$ cat src/rtl/timer_counter_pkg.sv
// Shared constants for the memory-mapped down-counting timer.
package timer_pkg;

  // Word offsets on the peripheral bus (address bits [3:2])
  localparam logic [1:0] TC_CTRL   = 2'd0;
  localparam logic [1:0] TC_PRESET = 2'd1;
  localparam logic [1:0] TC_COUNT  = 2'd2;

  typedef enum logic [1:0] {
    IDLE = 2'd0,
    LOAD = 2'd1,
    CNT  = 2'd2,
    INT  = 2'd3
  } tc_state_e;

  localparam logic [1:0] MODE_ONESHOT  = 2'b00;
  localparam logic [1:0] MODE_PERIODIC = 2'b01;

  // CTRL bit positions
  localparam int CTRL_EN      = 0;
  localparam int CTRL_MODE_LO = 1;
  localparam int CTRL_MODE_HI = 2;
  localparam int CTRL_IM      = 3;

  // Only mode 01 reloads automatically; 00, 10 and 11 all behave as one-shot.
  function automatic logic is_periodic(input logic [1:0] mode);
    return (mode == MODE_PERIODIC);
  endfunction

endpackage

$ cat src/rtl/timer_counter_if.sv
// Peripheral bus slice seen by one timer instance: word select, store, load, interrupt.
interface timer_counter_if;
  logic [1:0]  addr;
  logic        we;
  logic [31:0] wdata;
  logic [31:0] rdata;
  logic        irq;

  modport master (output addr, we, wdata, input rdata, irq);
  modport slave  (input addr, we, wdata, output rdata, irq);
endinterface

$ cat src/rtl/timer_counter.sv
// 32-bit down-counting timer with one-shot / periodic modes and a maskable interrupt.
//
//   state | meaning
//   ------+--------------------------------------------------------
//   IDLE  | waiting for En; COUNT holds its last value
//   LOAD  | COUNT <= PRESET (zero treated as one)
//   CNT   | decrementing; leaves on !En or when COUNT reaches <= 1
//   INT   | one cycle with flag raised; one-shot clears En here
module timer_counter
  import timer_pkg::*;
(
  input  logic            clk,
  input  logic            reset,
  timer_counter_if.slave  bus
);

  tc_state_e   state, state_nxt;
  logic [3:0]  ctrl, ctrl_nxt;
  logic [31:0] preset, preset_nxt;
  logic [31:0] count, count_nxt;
  logic        flag, flag_nxt;
  logic        irq_q;
  logic [31:0] rdata;

  logic        en, im;
  logic [1:0]  mode;
  logic        wr_ctrl, wr_preset;
  logic        unused_wdata_hi;

  assign en   = ctrl[CTRL_EN];
  assign im   = ctrl[CTRL_IM];
  assign mode = ctrl[CTRL_MODE_HI:CTRL_MODE_LO];

  assign wr_ctrl   = bus.we && (bus.addr == TC_CTRL);
  assign wr_preset = bus.we && (bus.addr == TC_PRESET);

  // CTRL only keeps the low four bits of a store
  assign unused_wdata_hi = ^bus.wdata[31:4];

  // State register
  always_ff @(posedge clk) begin
    if (reset) state <= IDLE;
    else       state <= state_nxt;
  end

  // Next-state decode
  always_comb begin
    state_nxt = state;
    case (state)
      IDLE: if (en) state_nxt = LOAD;
      LOAD: state_nxt = CNT;
      CNT: begin
        if (!en)                 state_nxt = IDLE;
        else if (count <= 32'd1) state_nxt = INT;
      end
      INT:  state_nxt = IDLE;
      default: state_nxt = IDLE;
    endcase
  end

  // Register next values: FSM effects first, then bus writes override them
  always_comb begin
    ctrl_nxt   = ctrl;
    preset_nxt = preset;
    count_nxt  = count;
    flag_nxt   = flag;

    case (state)
      LOAD: count_nxt = (preset == 32'd0) ? 32'd1 : preset;
      CNT: begin
        if (en) begin
          if (count > 32'd1) begin
            count_nxt = count - 32'd1;
          end else begin
            count_nxt = 32'd0;
            flag_nxt  = 1'b1;
          end
        end
      end
      INT: begin
        if (is_periodic(mode)) flag_nxt = 1'b0;
        else                   ctrl_nxt[CTRL_EN] = 1'b0;
      end
      default: ;
    endcase

    if (wr_ctrl) begin
      ctrl_nxt = bus.wdata[3:0];
      flag_nxt = 1'b0;
    end
    if (wr_preset) begin
      preset_nxt = bus.wdata;
      flag_nxt   = 1'b0;
    end
  end

  // Datapath registers; irq is registered from the next flag/IM so it lines up with INT entry
  always_ff @(posedge clk) begin
    if (reset) begin
      ctrl   <= 4'd0;
      preset <= 32'd0;
      count  <= 32'd0;
      flag   <= 1'b0;
      irq_q  <= 1'b0;
    end else begin
      ctrl   <= ctrl_nxt;
      preset <= preset_nxt;
      count  <= count_nxt;
      flag   <= flag_nxt;
      irq_q  <= flag_nxt & ctrl_nxt[CTRL_IM];
    end
  end

  // Load data mux; a same-cycle write is not yet visible here
  always_comb begin
    rdata = 32'd0;
    case (bus.addr)
      TC_CTRL:   rdata = {28'd0, ctrl};
      TC_PRESET: rdata = preset;
      TC_COUNT:  rdata = count;
      default:   rdata = 32'd0;
    endcase
  end

  assign bus.rdata = rdata;
  assign bus.irq   = irq_q;

endmodule

$ cat src/flat_wrapper.sv
// flat-port wrapper written by rule: the top's interface ports become plain ports
module timer_counter_flat import timer_pkg::*;
  (clk, reset, bus_addr, bus_we, bus_wdata, bus_rdata, bus_irq);
  timer_counter_if bus_i ();
  input  logic clk;
  input  logic reset;
  input wire logic [$bits(bus_i.addr)-1:0] bus_addr;
  input wire logic [$bits(bus_i.we)-1:0] bus_we;
  input wire logic [$bits(bus_i.wdata)-1:0] bus_wdata;
  output wire logic [$bits(bus_i.rdata)-1:0] bus_rdata;
  output wire logic [$bits(bus_i.irq)-1:0] bus_irq;
  assign bus_i.addr = bus_addr;
  assign bus_i.we = bus_we;
  assign bus_i.wdata = bus_wdata;
  assign bus_rdata = bus_i.rdata;
  assign bus_irq = bus_i.irq;
  timer_counter u_core (.clk(clk), .reset(reset), .bus(bus_i));
endmodule
$ cat config.mk
export PLATFORM = sky130hd
export DESIGN_NAME = timer_counter_flat
export DESIGN_NICKNAME = d
export VERILOG_FILES = /design/src/rtl/timer_counter_pkg.sv /design/src/rtl/timer_counter_if.sv /design/src/rtl/timer_counter.sv /design/src/flat_wrapper.sv
export SDC_FILE = /design/constraint.sdc
export NUM_CORES = 1
export LEC_CHECK = 0
export ABC_AREA = 0
export CORE_MARGIN = 3
export CORE_UTILIZATION = 48
export CTS_CLUSTER_SIZE = 12
export DETAILED_ROUTE_END_ITERATION = 6
export PLACE_DENSITY = 0.8
export SETUP_SLACK_MARGIN = 0.3
export SLEW_MARGIN = 25
export SYNTH_ARGS = -nofsm -noshare
export SYNTH_HDL_FRONTEND = slang
export SYNTH_SLANG_ARGS = --single-unit
$ cat constraint.sdc
create_clock -name clk -period 2.5 [get_ports clk]
set_clock_uncertainty 0.2 [all_clocks]
set_input_delay 0.625 -clock clk [delete_from_list [all_inputs] [get_ports clk]]
set_output_delay 0.625 -clock clk [all_outputs]
set_load 0.005 [all_outputs]
==> metrics.csv, run 1 <==
stage,metric,value,unit
placed_design,dpl_worst_slack,-621,ps
run_status,violations,"DRC, setup timing",
worst_setup_path,start_kind,flip-flop,
worst_setup_path,rr_worst_depth,9,
power_and_ir_drop,seqPwrFrac,42.2,%
worst_setup_path,endpoint_kind,flip-flop,
clock_network,cts_tree,built,
run_status,status,"complete, but fails checks",
yosys,synth_ff_type,dfxtp_1,
power_and_ir_drop,clock_power_share,34.4,%
timing,rsz0062_at_grt,yes,
floorplan,io_pins,70,
worst_setup_path,slowest_stage,or4_4,
clock_network,cts_buffers,9,
routing,dr.pass1.iters,7,
worst_setup_path,r2r_slack,-170,ps
yosys,async_reset_ff_share,0,%
worst_setup_path,cp_data_required_time,2520,ps
worst_setup_path,path_cells,"or4_4, buf_6, nor4_4, buf_4, nand4b_1, buf_6, buf_12, a22oi_1, o22ai_1",
worst_hold_path,whs_path_depth,2,
global_route,first_global_vias,5214,
worst_setup_path,r2r-end,u_core.count[25],
routing,routed_via_density,7.15,
floorplan,die_h,98.1,um
routing,drt_iter0_drc,850,
global_route,antenna_found_initial,0,
routing,vias,5483,
power_and_ir_drop,combPwrFrac,23.4,%
worst_hold_path,min-delay-start,u_core.preset[7],
worst_setup_path,worstPathArrival,2690,ps
floorplan,dieArea,9620,um^2
routing,wirelength,19200,um
routing,wl_per_cell,25.0,um
power_and_ir_drop,internal-power,1.98,mW
yosys,yosysWarningCount,0,
floorplan,rows,32,
worst_setup_path,worstSetupPathType,flip-flop to flip-flop,
yosys,synth_most_common_cell,nand2_1,
clock_network,clk_pin_slew_worst_paths,80,ps
power_and_ir_drop,ir_worst_vdd,281,uV
placed_design,dp_hpwl,10200,um
timing,fin_crit_sh,107,%
yosys,syn_avg_cell_area,7.67,um^2
yosys,synthTopCellsByArea,"dfxtp_1 35%, nand2_1 8.1%, a21oi_1 7.1%",
timing,hold_viol,0,
timing,relSlewSlack,43.6,%
yosys,synth_enable_flop_cells,0,
power_and_ir_drop,p_switching,857,uW
global_route,grt_max_degree,69,
timing,worst_slew_pin_slew,846,ps
yosys,synth_cells,531,
global_route,grt_pass1_wl,27800,um
global_route,grt-ovfl-total,0,
yosys,synth_top_area_share,35.4,%
cells_and_area,layout.nets,700,
floorplan,die_w,98.1,um
clock_network,cts_root_buf,clkbuf_8,
worst_setup_path,crit_buf_inv,4,
yosys,ys_seq_area_share,35.4,%
worst_setup_path,crit_fanout,8,
cells_and_area,register_area,1450,um^2
placed_design,finalWeightedCongestion,0.960,
cells_and_area,nFillCells,480,
routing,antenna_left,0,
cells_and_area,n_antenna_cell,0,
timing,layout_setup_ws,-167,ps
worst_setup_path,cp_slowest_stage_delay,570,ps
timing,setup_violations,27,
yosys,ys_seq_elements,72,
yosys,syn-num-nets,570,
yosys,yosysTopAreaCell,dfxtp_1,
clock_network,cts.sinks,72,
yosys,synthDistinctLibCells,58,
cells_and_area,layout-drive-gt1-share,33.4,%
yosys,synth_common_cells,"88 x nand2_1, 72 x dfxtp_1, 58 x a21oi_1, 46 x clkbuf_1, 28 x a22o_1",
power_and_ir_drop,p_per_area,455,nW/um^2
power_and_ir_drop,power_leakage,2.48,nW
cells_and_area,multi_input_area,2780,um^2
clock_network,postCtsHoldBufs,0,
clock_network,cts-htree-levels,3,
clock_network,clockBufferDepth,2,
worst_hold_path,hold_end,u_core.preset[7],
floorplan,core_area,7970,um^2
clock_network,worstSkewPairLatency,380,ps
yosys,synth.cell_area,4070,um^2
power_and_ir_drop,switching_share,30.2,%
cells_and_area,fin_util,78.3,%
worst_setup_path,cp_common_cell,buf_6,
worst_setup_path,r2r_start,u_core.count[5],
timing,drv_slew,0,
timing,timing.hold.ws,309,ps
cells_and_area,syn_to_final_growth,53.3,%
timing,period_needed,2670,ps
global_route,track_usage,36.4,%
timing,fmax,375,MHz
flow_run,drv_cap,0,
placed_design,io_buffers,69,
worst_hold_path,hold_class,flip-flop to flip-flop,
routing,post-route-drc-count,10,
worst_setup_path,cpLargestDelayFamily,simple AND/OR/NAND/NOR gates,
floorplan,start_util,51.1,%
-- cells in the final DEF, fill, tap and decap left out, types with 7 or more instances in the layout --
cell type	Yosys	routed
a21oi_1	58	53
a22o_1	28	28
a31oi_1	12	12
a32oi_1	17	14
buf_12	0	9
buf_16	0	7
buf_2	1	33
buf_4	0	60
buf_6	0	19
buf_8	0	7
clkbuf_8	0	10
clkdlybuf4s50_1	0	34
dfxtp_1	72	66
inv_1	13	11
nand2_1	88	84
nand3_1	15	10
nor2_1	22	22
nor4_1	23	19
o211ai_1	9	9
o21ai_0	13	8
-- layer usage --
layer | wire, um | GRT usage, % | up-vias
li1 | - | - | 2264
met1 | 6740 | 44.3 | 2519
met2 | 8270 | 54.5 | 525
met3 | 2650 | 12.6 | 175
met4 | 1500 | 23.4 | 0
met5 | 0 | 0 | -
-- timing repair --
item / 4_1_cts / 5_1_grt
cloned: 11 / 0
resized for setup: 211 / 50
buffers inserted: 20 / 5
endpoints found under the setup margin: 67 / 67
pin swaps: 30 / 23
-- registers in the layout (all words and copies together), names as in the netlist --
name	cells
u_core.flag	1
u_core.state	2
u_core.bus.irq	1
u_core.ctrl	4
u_core.count	32
u_core.preset	32
-- power groups by stage --
| stage | combinational [mW] | clock [mW] | sequential, mW |
|---|---|---|---|
| after floorplan | 0.214 | 0 | 1.21 |
| after global placement | 0.386 | 0 | 1.22 |
| after detailed placement | 0.394 | 0 | 1.22 |
| after CTS | 0.569 | 0.913 | 1.19 |
| after global routing | 0.683 | 0.999 | 1.20 |
| final | 0.665 | 0.976 | 1.20 |
-- metrics by stage --
stage                     setup TNS (ps)  std cells  cell area (um^2)  power (mW)
after floorplan                     -193        531              4150        1.43
after global placement            -18850        716              5250        1.61
after detailed placement          -19100        716              5250        1.62
after CTS                           -255        762              5980        2.68
after global routing               -3090        767              6240        2.88
final                              -2100        767              6240        2.84
-- tightest hold or removal path: stages, from the launching register on --
cell and delay [ps]:
dfxtp_1 340, nand2_1 60, a21oi_1 60
-- area by class of cell --
type,instances,area share (%)
timing repair buffer,169,26.4
inverter,14,0.842
tap,102,2.05
sequential,72,23.2
multi-input combinational,395,44.5
clock inverter,4,0.722
clock buffer,11,2.27
-- cell families (layout without fill, tap and decap cells) --
group / after synthesis / after routing / synth area share, %
simple gates: 205 / 206 / 25.4
compound gates: 177 / 177 / 30.1
flops: 72 / 72 / 35.4
buf+inv: 65 / 198 / 6.06
mux: 9 / 9 / 2.24
fa+ha+maj: 2 / 2 / 0.615
xor+xnor: 1 / 1 / 0.215
-- worst max-delay path by stage --
stage                          start          endpoint  slack (ps)  cells after the start
global placement         bus_addr[0]      bus_rdata[3]        -570                      6
CTS                 u_core.count[18]  u_core.count[29]        -100                      5
finish               u_core.count[5]  u_core.count[25]        -170                      9
global route         u_core.count[3]  u_core.count[19]        -270                      7
detailed placement       bus_addr[0]      bus_rdata[3]        -620                      6
floorplan           u_core.count[18]  u_core.count[29]        -110                      5
Power figures use the tool's default switching activity.
==> run 2: changes to the inputs <==
--- a/config.mk
+++ b/config.mk
@@ -12,3 +12,3 @@
 export DETAILED_ROUTE_END_ITERATION = 6
-export PLACE_DENSITY = 0.8
+export PLACE_DENSITY_LB_ADDON = 0.05
 export SETUP_SLACK_MARGIN = 0.3
==> constraint.sdc (replaced) <==
create_clock -name clk -period 2.5 [get_ports clk]
set_clock_uncertainty 0.2 [all_clocks]
set_input_delay 0.375 -clock clk [delete_from_list [all_inputs] [get_ports clk]]
set_output_delay 0.375 -clock clk [all_outputs]
set_load 0.005 [all_outputs]
==> metrics.csv, run 2 (synthesis results as in run 1) <==
stage,metric,value,unit
run_status,status,"complete, but fails checks",
run_status,violations,setup timing,
clock_network,clockBufferDepth,2,
worst_setup_path,crit_fanout,3,
cells_and_area,final_common_cell,nand2_1,
cells_and_area,fin_util,78.1,%
timing,fin_crit_sh,106,%
routing,wirelength,16200,um
routing,drt_iter0_drc,498,
clock_network,cts_tree,built,
floorplan,dieArea,9620,um^2
routing,vias,5108,
global_route,grt-ovfl-total,0,
flow_run,drv_cap,0,
cells_and_area,layout_common_cells,"87 x nand2_1, 67 x buf_4, 65 x dfxtp_1",
worst_setup_path,worstSetupPathType,flip-flop to flip-flop,
power_and_ir_drop,power_leakage,2.83,nW
cells_and_area,n_antenna_cell,0,
clock_network,cts-htree-levels,3,
timing,setup_violations,10,
placed_design,finalWeightedCongestion,0.989,
clock_network,postCtsHoldBufs,0,
global_route,track_usage,31.9,%
worst_setup_path,path_cells,"or4_4, or4_4, or3_4, o41a_1, a221oi_2",
timing,period_needed,2650,ps
cells_and_area,layout-drive-gt1-share,26.0,%
routing,antenna_left,0,
timing,hold_viol,0,
routing,dr.pass1.iters,5,
worst_setup_path,cp_data_required_time,2550,ps
timing,timing.hold.ws,296,ps
floorplan,core_area,7970,um^2
cells_and_area,nFillCells,558,
worst_setup_path,cp_slowest_stage_delay,530,ps
timing,worst_slew_pin_slew,774,ps
worst_setup_path,slowest_stage,or4_4,
placed_design,io_buffers,69,
floorplan,io_pins,70,
power_and_ir_drop,p_per_area,433,nW/um^2
placed_design,dp_hpwl,9890,um
power_and_ir_drop,ir_worst_vdd,249,uV
worst_setup_path,worstPathArrival,2710,ps
clock_network,cts.sinks,72,
clock_network,cts_root_buf,clkbuf_8,
timing,layout_setup_ws,-153,ps
cells_and_area,syn_to_final_growth,52.9,%
global_route,first_global_vias,4862,
worst_setup_path,endpoint_kind,flip-flop,
global_route,grt_max_degree,69,
routing,routed_via_density,6.72,
timing,rsz0062_at_grt,yes,
cells_and_area,reg_top3,"u_core.count (32), u_core.preset (32), u_core.ctrl (4)",
clock_network,clk_pin_slew_worst_paths,80,ps
timing,relSlewSlack,48.4,%
global_route,grt_pass1_wl,24900,um
floorplan,rows,32,
timing,tns,-425,ps
worst_setup_path,start_kind,flip-flop,
floorplan,die_w,98.1,um
power_and_ir_drop,power.total,2.69,mW
cells_and_area,layout.nets,692,
floorplan,die_h,98.1,um
worst_hold_path,hold_class,flip-flop to flip-flop,
routing,post-route-drc-count,0,
clock_network,worstSkewPairLatency,350,ps
timing,drv_slew,0,
placed_design,dpl_worst_slack,-165,ps
routing,wl_per_cell,21.3,um
worst_setup_path,cp_common_cell,or4_4,
global_route,antenna_found_initial,0,
floorplan,start_util,51.1,%
timing,fmax,377,MHz
clock_network,cts_buffers,9,
==> run 2: what timing repair did <==
action	in CTS	in global routing
setup buffers	10	7
resized for setup	86	58
endpoints found under the setup margin	67	65
gates cloned	7	1
pin swaps	33	14
==> run 2: final timing paths <==
path                     from               end  slack (ps)  depth (start not counted)
min          u_core.preset[8]  u_core.preset[8]         300                          2
max reg2reg   u_core.count[3]  u_core.count[29]        -150                          5
max           u_core.count[3]  u_core.count[29]        -150                          5
min reg2reg  u_core.preset[8]  u_core.preset[8]         300                          2
==> run 2: routing by layer <==
layer  wire (um)  part of all wire, %  track usage (%)
met1        6410                   40             41.3
met2        7300                   45             50.1
met3        1700                   10             6.57
met4         782                  4.8             16.5
met5           0                    0                0
==> run 2: metrics by stage <==
| step | instances | cell area, um^2 |
|---|---|---|
| final | 760 | 6220 |
| after global routing | 760 | 6220 |
| after CTS | 752 | 5920 |
| after detailed placement | 719 | 5240 |
| after global placement | 719 | 5240 |
| after floorplan | 531 | 4110 |
==> run 2: layout make-up <==
| cell class | instances | area [um^2] | share of cell area, % |
|---|---|---|---|
| multi-input combinational | 394 | 2750 | 44.2 |
| clock buffer | 11 | 131 | 2.11 |
| inverter | 14 | 52.6 | 0.844 |
| clock inverter | 5 | 57.6 | 0.925 |
| timing repair buffer | 162 | 1650 | 26.5 |
| tap | 102 | 128 | 2.05 |
| sequential | 72 | 1450 | 23.3 |
==> run 2: report_power, final <==
part	internal, mW	leakage, nW	switching, mW
sequential	1.17	0.586	0.0320
combinational	0.283	2.15	0.287
clock	0.463	0.0973	0.460
==> run 2: worst max-delay path, delay by kind of cell, from the launching register on <==
kind | cells | cell delay [ps]
DFF | 1 | 340
and+or+nand+nor | 3 | 1440
AOI/OAI and AO/OA | 2 | 590
==> run 3: changes to the inputs <==
SKIP_LAST_GASP = 1   (was not set)
TNS_END_PERCENT = 20   (was not set)
==> metrics.csv, run 3 (synthesis results as in run 1) <==
stage,metric,value,unit
run_status,status,"complete, but fails checks",
run_status,violations,setup timing,
routing,dr.pass1.iters,5,
timing,hold_viol,0,
global_route,track_usage,29.9,%
floorplan,start_util,51.1,%
placed_design,placed_cells,717,
floorplan,die_h,98.1,um
timing,tns,-259,ps
cells_and_area,layout.nets,677,
timing,drv_slew,0,
worst_setup_path,path_cells,"or4_4, or4_4, or3_4, o41a_1, a221oi_2",
placed_design,dp_hpwl,9710,um
global_route,grt_pass1_wl,23200,um
clock_network,cts_tree,built,
clock_network,clk_pin_slew_worst_paths,80,ps
global_route,grt_max_degree,69,
routing,routed_via_density,6.51,
cells_and_area,layout-drive-gt1-share,20.8,%
cells_and_area,reg_top3,"u_core.count (32), u_core.preset (32), u_core.ctrl (4)",
worst_setup_path,crit_buf_inv,0,
clock_network,postCtsHoldBufs,0,
floorplan,rows,32,
clock_network,cts_buffers,9,
clock_network,worstSkewPairLatency,360,ps
cells_and_area,syn_to_final_growth,41.7,%
routing,vias,4847,
global_route,antenna_found_initial,0,
routing,wirelength,15100,um
floorplan,dieArea,9620,um^2
timing,rsz0062_at_grt,yes,
power_and_ir_drop,p_per_area,460,nW/um^2
worst_setup_path,endpoint_kind,flip-flop,
timing,relSlewSlack,49.6,%
cells_and_area,nFillCells,643,
floorplan,die_w,98.1,um
cells_and_area,n_antenna_cell,0,
worst_setup_path,cpLargestDelayFamily,simple AND/OR/NAND/NOR gates,
clock_network,clockBufferDepth,2,
routing,post-route-drc-count,0,
timing,worst_slew_pin_slew,756,ps
routing,antenna_left,0,
cells_and_area,layout.cells.non_filler,745,
clock_network,cts-htree-levels,3,
worst_setup_path,crit_fanout,3,
worst_setup_path,cp_common_cell,or4_4,
timing,fmax,378,MHz
worst_setup_path,start_kind,flip-flop,
worst_setup_path,worstSetupPathType,flip-flop to flip-flop,
power_and_ir_drop,power_leakage,2.20,nW
worst_setup_path,slowest_stage,or4_4,
global_route,first_global_vias,4509,
cells_and_area,final_common_cell,nand2_1,
floorplan,core_area,7970,um^2
cells_and_area,layout_common_cells,"87 x nand2_1, 67 x dfxtp_1, 64 x buf_4, 64 x clkdlybuf4s50_1, 56 x a21oi_1",
floorplan,io_pins,70,
timing,fin_crit_sh,106,%
timing,setup_violations,9,
routing,wl_per_cell,20.3,um
worst_hold_path,hold_class,flip-flop to flip-flop,
cells_and_area,multi_input_area,2550,um^2
worst_setup_path,cp_data_required_time,2570,ps
placed_design,finalWeightedCongestion,0.955,
worst_setup_path,worstPathArrival,2720,ps
worst_setup_path,cp_slowest_stage_delay,530,ps
clock_network,cts_root_buf,clkbuf_8,
timing,layout_setup_ws,-145,ps
flow_run,drv_cap,0,
clock_network,cts.sinks,72,
timing,period_needed,2650,ps
global_route,grt-ovfl-total,0,
power_and_ir_drop,ir_worst_vdd,267,uV
cells_and_area,register_area,1450,um^2
routing,drt_iter0_drc,382,
placed_design,io_buffers,69,
==> run 3: final cells by class <==
| class | count | area share, % |
|---|---|---|
| clock inverter | 5 | 0.976 |
| multi-input combinational | 394 | 44.1 |
| tap | 102 | 2.21 |
| clock buffer | 11 | 2.45 |
| timing repair buffer | 147 | 24.2 |
| sequential | 72 | 25.1 |
| inverter | 14 | 0.911 |
==> run 3: stage by stage <==
stage	cell area [um^2]	hold slack, ps	utilization [%]	worst slack, ps	power (mW)
after floorplan	4110	259	-	-113	1.42
after global placement	5250	280	65.9	-165	1.61
after detailed placement	5250	283	65.9	-182	1.61
after CTS	5570	272	69.9	-81.1	2.57
after global routing	5770	315	72.4	-212	2.74
final	5770	296	72.4	-145	2.65
==> run 3: worst reg2reg max path, cell delays in order (launching register included) <==
cell and delay (ps):
dfxtp_2 320, or4_4 530, or4_4 520, or3_4 390, o41a_1 350, a221oi_2 240
==> run 3: layer usage <==
| layer | track usage, % | vias to the layer above | part of all wire [%] |
|---|---|---|---|
| met4 | 12.1 | 0 | 3.9 |
| met5 | 0 | - | 0 |
| li1 | - | 2218 | - |
| met3 | 6.64 | 60 | 10 |
| met2 | 46.9 | 307 | 45 |
| met1 | 39.8 | 2262 | 41 |
==> run 3: worst paths after layout <==
kind                                       start          endpoint  slack, ps  depth (start not counted)
worst max-delay path             u_core.count[2]  u_core.count[29]       -150                          5
worst min-delay path            u_core.preset[8]  u_core.preset[8]        300                          2
worst max register to register   u_core.count[2]  u_core.count[29]       -150                          5
worst min register to register  u_core.preset[8]  u_core.preset[8]        300                          2
==> run 3: power breakdown <==
group | switching (mW) | total (mW) | internal [mW] | leakage [nW]
Clock | 0.467 | 0.954 | 0.487 | 0.0993
Combinational | 0.257 | 0.501 | 0.244 | 1.52
Sequential | 0.0310 | 1.20 | 1.17 | 0.585
Total | 0.755 | 2.65 | 1.90 | 2.20
==> run 3: timing repair <==
| action | 4_1_cts | 5_1_grt |
|---|---|---|
| gates resized for setup | 29 | 20 |
| endpoints found under the setup margin | 67 | 61 |
| pin swaps | 5 | 11 |
| cloned | 4 | 3 |
| setup buffers | 1 | 4 |
